`config.mk`:
```
export PLATFORM = sky130hd
export DESIGN_NAME = out_slot_arbiter
export DESIGN_NICKNAME = d
export VERILOG_FILES = /design/src/rtl/out_slot_arbiter.sv
export SDC_FILE = /design/constraint.sdc
export NUM_CORES = 1
export LEC_CHECK = 0
export ABC_CLOCK_PERIOD_IN_PS = 3330
export CORE_AREA = 2 2 80 44
export CTS_BUF_LIST = sky130_fd_sc_hd__clkbuf_4
export DETAILED_ROUTE_END_ITERATION = 16
export DIE_AREA = 0 0 82 46
export PLACE_DENSITY_LB_ADDON = 0.08
export SLEW_MARGIN = 20
export SYNTH_ARGS = -nofsm -noshare
export SYNTH_HDL_FRONTEND = slang
export SYNTH_SLANG_ARGS = --single-unit
```
`constraint.sdc`:
```
create_clock -name clk -period 3.33 [get_ports clk]
set_input_delay 0.8325 -clock clk [delete_from_list [all_inputs] [get_ports clk]]
set_output_delay 0.8325 -clock clk [all_outputs]
set_load 0.05 [all_outputs]
```
`src/rtl/out_slot_arbiter.sv`:
```
// out_slot_arbiter: 4-requester round-robin slot arbiter driving one shared
// 8-bit output bus. A granted requester owns the bus for DWELL enabled cycles,
// or less if it drops its request. Every slot is followed by at least one idle
// cycle.
// Optional build macro IDLE_PATTERN_EN: while idle, out_data shows a rotating
// pattern register. Without the macro the idle bus reads 8'h00.
module out_slot_arbiter #(
  parameter int unsigned DWELL = 4
) (
  input  logic        clk,
  input  logic        rst,
  input  logic        ena,
  input  logic [3:0]  req,
  input  logic [31:0] data,
  output logic [3:0]  grant,
  output logic [3:0]  done,
  output logic [7:0]  out_data,
  output logic        out_valid
);

  typedef enum logic {IDLE, SLOT} state_t;

  localparam logic [7:0] LAST = 8'(DWELL - 1);

  state_t      state, state_nx;
  logic [3:0]  grant_nx;
  logic [7:0]  cnt, cnt_nx;
  logic [1:0]  ptr, ptr_nx;
  logic [3:0]  done_r, done_nx;
  logic        win_found;
  logic [1:0]  win_idx;
  logic [1:0]  idx;

  // Round-robin search starting at ptr; the first set request wins.
  always_comb begin
    win_found = 1'b0;
    win_idx   = ptr;
    idx       = ptr;
    for (int unsigned i = 0; i < 4; i++) begin
      idx = ptr + 2'(i);
      if (!win_found && req[idx]) begin
        win_found = 1'b1;
        win_idx   = idx;
      end
    end
  end

  // Next-state logic. A full-length end takes priority over an early end.
  always_comb begin
    state_nx = state;
    grant_nx = grant;
    cnt_nx   = cnt;
    ptr_nx   = ptr;
    done_nx  = '0;
    if (ena) begin
      case (state)
        IDLE: begin
          if (win_found) begin
            state_nx = SLOT;
            grant_nx = 4'b0001 << win_idx;
            cnt_nx   = '0;
            ptr_nx   = win_idx + 2'd1;
          end
        end
        SLOT: begin
          if (cnt == LAST) begin
            state_nx = IDLE;
            grant_nx = '0;
            done_nx  = grant;
          end else if ((req & grant) == '0) begin
            state_nx = IDLE;
            grant_nx = '0;
          end else begin
            cnt_nx = cnt + 8'd1;
          end
        end
        default: state_nx = IDLE;
      endcase
    end
  end

  // State registers. Reset overrides everything, including ena.
  always_ff @(posedge clk) begin
    if (rst) begin
      state  <= IDLE;
      grant  <= '0;
      cnt    <= '0;
      ptr    <= '0;
      done_r <= '0;
    end else begin
      state  <= state_nx;
      grant  <= grant_nx;
      cnt    <= cnt_nx;
      ptr    <= ptr_nx;
      done_r <= done_nx;
    end
  end

  assign done      = done_r & {4{ena}};
  assign out_valid = (state == SLOT);

`ifdef IDLE_PATTERN_EN
  logic [7:0] pattern;

  // Idle pattern rotates left once per enabled idle cycle and holds during a slot.
  always_ff @(posedge clk) begin
    if (rst) begin
      pattern <= 8'hAA;
    end else if (ena && state == IDLE) begin
      pattern <= {pattern[6:0], pattern[7]};
    end
  end
`endif

  // Output bus: the grantee's slice while in a slot, the idle value otherwise.
  always_comb begin
    out_data = 8'h00;
    if (state == SLOT) begin
      case (grant)
        4'b0001: out_data = data[7:0];
        4'b0010: out_data = data[15:8];
        4'b0100: out_data = data[23:16];
        4'b1000: out_data = data[31:24];
        default: out_data = 8'h00;
      endcase
    end else begin
`ifdef IDLE_PATTERN_EN
      out_data = pattern;
`else
      out_data = 8'h00;
`endif
    end
  end

endmodule

```
== Word level (Yosys, flattened, before mapping) ==
Index checks and enable logic that the tools add are counted.
Storage, ports and cells
  flip-flop bits (word level): 19
  input bits: 39
  word-level logic and storage cells: 69
  output and inout bits: 17
Operators by class
  multiplexer cells: 29
  bitwise operators: 5
  $add $sub $neg: 5
  reduce and logical (&&, ||, !) cells: 11
  eq/ne operators: 9
  shifts and indexed selects: 1
  magnitude comparators: 4
Operators by type and width (number)
  2-to-1 mux 8 bit: 4
  case mux 8 bit (4 select lines): 1
  case mux 8 bit (2 select lines): 1
  less-than comparator 2 x 3 -> 1 bit, second input constant: 4
  2-to-1 mux 4 bit: 3
  2-to-1 mux 1 bit: 11
  adder 8 x 1 -> 8 bit, second input constant: 1
  bitwise AND 4 bit: 2
  binary-select mux 1 bit (select 2 bit): 4
  == test 8 x 2 -> 1 bit, second input constant: 1
  case mux 4 bit (2 select lines): 1
  2-to-1 mux 2 bit: 3
  inequality test 2 bit, second input constant: 3
  AND reduction 3 bit: 2
  adder 2 x 1 -> 2 bit, second input constant: 2
  adder 2 bit, second input constant: 2
  == test 4 x 1 -> 1 bit, second input constant: 1
  == test 4 x 2 -> 1 bit, second input constant: 1
  == test 4 x 3 -> 1 bit, second input constant: 1
  == test 4 bit, second input constant: 1
  logical NOT 4 bit: 1
  AND reduction 4 bit: 1
  OR reduction 4 bit: 1
  << shifter 1 x 2 -> 4 bit, first input constant: 1
  other kinds (5): 11

== Logic depth before layout (Yosys ltp) ==
  depth after elaboration: 15
  depth in mapped cells: 9
  gate-level depth less buffers: 9

== Worst setup path before layout ==
No wires, ideal clock.
  path kind: register to output
  start: register grant[2]
  end: output out_data[0]
  buffers on the path: 1
  stages on the path, launching flop included: 5
  slack: 0.095 ns
  arrival: 2.402 ns
  cells stage by stage: dfxtp_1 > clkbuf_1 > nor4b_2 > o21ai_2 > a21oi_1
On the way
  word-level cells in the longest chain between the ends: 3
  elaborated cells on any way between the ends: 6
  those cells by class: eq/ne (4); mux (2)
Ends and longest elaborated chain
  from (decl): RTL line 15  | output logic [3:0] grant,
  from (signal assigned): RTL line 92  | grant <= grant_nx;
  == test 4 bit, or another cell as far along: RTL line 119  | case (grant)
  case mux 8 bit (4 select lines) *: RTL line 119
  2-to-1 mux 8 bit *: RTL line 118  | if (state == SLOT) begin
  to (decl): RTL line 17  | output logic [7:0] out_data,
Mark *: on every way between the ends. The rest lies on a longest branch, timed or not.

== Worst setup path in the final report ==
  start: register grant[2]
  end: output out_data[1]
The elaborated chain is that of the path after synthesis.

==> results.sh <==
export IMPL_outcome="finished clean"
export IMPL_cts_made_buffers=3
export IMPL_grt_pass1_vias=1303
export IMPL_dp_cells=265
export IMPL_areaGrowthSynthToFinish_pct=45.8
export IMPL_critPathTopFamily="simple AND/OR/NAND/NOR gates"
export IMPL_synth_compound_area_share_pct=30.3
export IMPL_fin_nets=272
export IMPL_io_pins=56
export IMPL_antenna_left=0
export IMPL_hpwlAfterDp_um=3420
export IMPL_yosys_area_share_adder_pct=4.44
export IMPL_grt_pass1_wl_um=6670
export IMPL_setup_viol=0
export IMPL_slew_violations=0
export IMPL_num_vias=1504
export IMPL_routed_wl_um=4330
export IMPL_hold_viol=0
export IMPL_relSlewSlack_pct=51.4
export IMPL_start_kind="flop"
export IMPL_grt_use_total_pct=23.5
export IMPL_fin_hold_ws_ns=0.514
export IMPL_die_w_um=82
export IMPL_leakage_nw=0.729
export IMPL_antenna_found_initial=0
export IMPL_fin_total_pwr_uw=565
export IMPL_synth_distinct_cells=44
export IMPL_crit_arrival_ns=2.33
export IMPL_p_per_area_nw_per_um2=275
export IMPL_cts_root_buffer="clkbuf_4"
export IMPL_final_area_um2=2060
export IMPL_muxShareOfSynthArea_pct=2.84
export IMPL_die_y_um=46
export IMPL_wl_per_cell_um=16.1
export IMPL_cts_buffer_depth=2
export IMPL_htreeDepth=1
export IMPL_rsz0062_at_grt="no"
export IMPL_syn_num_nets=219
export IMPL_ctsHoldBuffers=0
export IMPL_crit_type="flop to output port"
export IMPL_max_stage_delay_ns=0.68
export IMPL_gp_congestion=0.843
export IMPL_grt_max_degree=16
export IMPL_postLayoutCoreUtil_pct=65.2
export IMPL_path_cells="nor4b_2 > o21ai_2 > a21oi_1 > buf_12"
export IMPL_tns_ns=0
export IMPL_numClockSinks=19
export IMPL_cp_slowest_cell="nor4b_2"
export IMPL_post_cts_setup_buffers=0
export IMPL_yosys_area_share_xor_xnor_pct=0
export IMPL_dieArea_um2=3770
export IMPL_syn_area_um2=1410
export IMPL_port_buffers=55
export IMPL_yosys_area_share_simple_pct=31.0
export IMPL_period_minus_slack_ns=3.16
export IMPL_synthFlopType="dfxtp_1"
export IMPL_synth_top_family_by_area="simple AND/OR/NAND/NOR gates"
export IMPL_critPathRequiredTime_ns=2.50
export IMPL_yosysWarnings=0
export IMPL_placed_area_um2=2030
export IMPL_cp_max_fo=12
export IMPL_synth_edf_count=0
export IMPL_async_reset_ff_share_pct=0
export IMPL_instances_no_fill=269
export IMPL_path_buf_inv=1
export IMPL_rows=15
export IMPL_viasPerCell=5.59
export IMPL_core_um2=3150
export IMPL_synthCells=175
export IMPL_firstDrtPassIters=6
export IMPL_ys_seq_area_share_pct=27.0
export IMPL_cts_tree="yes"
export IMPL_drc_errors=0
export IMPL_drive_gt1_share_pct=14.5
export IMPL_pre_cts_slack_ns=0.372
export IMPL_worst_pin_slew_ns=0.728
export IMPL_maxCapViolCount=0
export IMPL_antenna_cells=0
export IMPL_syn_area_per_cell_um2=8.06
export IMPL_irDropWorstVdd_mv=0.226
export IMPL_drtIter0Drc=138
export IMPL_fin_crit_sh_pct=95.0
export IMPL_clk_latency_ns=0.31
export IMPL_grt_overflow_total=0
export IMPL_synth_seq_cells=19
export IMPL_setup_slack_ns=0.165
export IMPL_fin_skew_ns=0.00770
export IMPL_endpoint_kind="output port"
export IMPL_cts_resized_gates=0
export IMPL_hold_class="flop to flop"
export IMPL_clkTransAtPathRegs_ns=0.12
export IMPL_fmax_mhz=316
export IMPL_start_util_pct=44.7
-- per-layer routing --
layer	GRT usage (%)	vias up	share of wire (%)
met1	37.6	698	52
li1	-	758	-
met4	4.00	0	0.65
met5	0	-	0
met2	31.5	44	41
met3	5.16	4	6.0
-- report_power, final --
part / switching (mW) / internal [mW] / total [mW]
logic: 0.0959 / 0.0967 / 0.193
clock network: 0.0773 / 0.0449 / 0.122
registers: 0.0155 / 0.235 / 0.250
total: 0.189 / 0.376 / 0.565
-- final timing paths --
check,from,endpoint,slack [ns],cells after the start
setup reg to reg,cnt[1],cnt[3],1.22,6
setup / recovery,grant[2],out_data[1],0.17,4
hold / removal,cnt[7],cnt[7],0.51,2
hold reg to reg,cnt[7],cnt[7],0.51,2
-- cell families after synthesis --
| family | after synthesis |
|---|---|
| compound gates | 53 |
| mux | 4 |
| buf+inv | 14 |
| simple gates | 80 |
| flops | 19 |
| fa+ha+maj | 5 |
-- flip-flops by register name (all words and copies together) (netlist names) --
register	count
ptr	2
out_valid	1
cnt	8
grant	4
done_r	4
-- worst min-delay path, delay by kind of cell, from the launching register on --
family | cells | cell delay, ns
DFF | 1 | 0.36
AOI/OAI and AO/OA | 2 | 0.11
-- synthesized netlist by cell type (all sizes together) (2+ instances only) --
cell	instances	area, um^2
nor2b	10	62.6
nor3	2	10.0
a22oi	4	30.0
or3	2	12.5
inv	5	18.8
o31ai	3	22.5
mux2i	4	40.0
nand2b	3	18.8
o21ai	10	57.6
a32o	2	20.0
nor4b	3	32.5
a222oi	6	60.1
nand2	13	51.3
a21boi	3	37.5
nor2	21	78.8
clkbuf	5	18.8
buf	4	26.3
ha	5	62.6
a22o	6	52.6
nand4	3	18.8
dfxtp	19	380
a21oi	12	82.6
nand3	10	50.1
and2	8	50.1
-- cells in the final DEF, fill, tap and decap left out, types with 3 or more instances in the layout --
master	instances
a21oi_1	8
a21oi_2	3
a222oi_1	6
a22o_1	6
a22oi_1	4
and2_1	8
buf_12	6
buf_4	8
clkbuf_4	3
clkdlybuf4s50_1	43
dfxtp_1	19
ha_1	5
inv_1	5
mux2i_1	4
nand2_1	12
nand2b_1	3
nand3_1	10
nand4_1	3
nor2_1	21
nor2b_1	10
o21ai_0	8
o31ai_1	3
-- area by class of cell --
class                   instances  area [um^2]
fillers                       290         1100
multi-input cells             142          966
repair buffers                 57          611
flip-flops and latches         19          380
well taps                      42         52.6
clock buffers                   3         22.5
inverters                       5         18.8
clock inverters                 1         5.00
No activity file was read; power rests on OpenSTA's default activity.
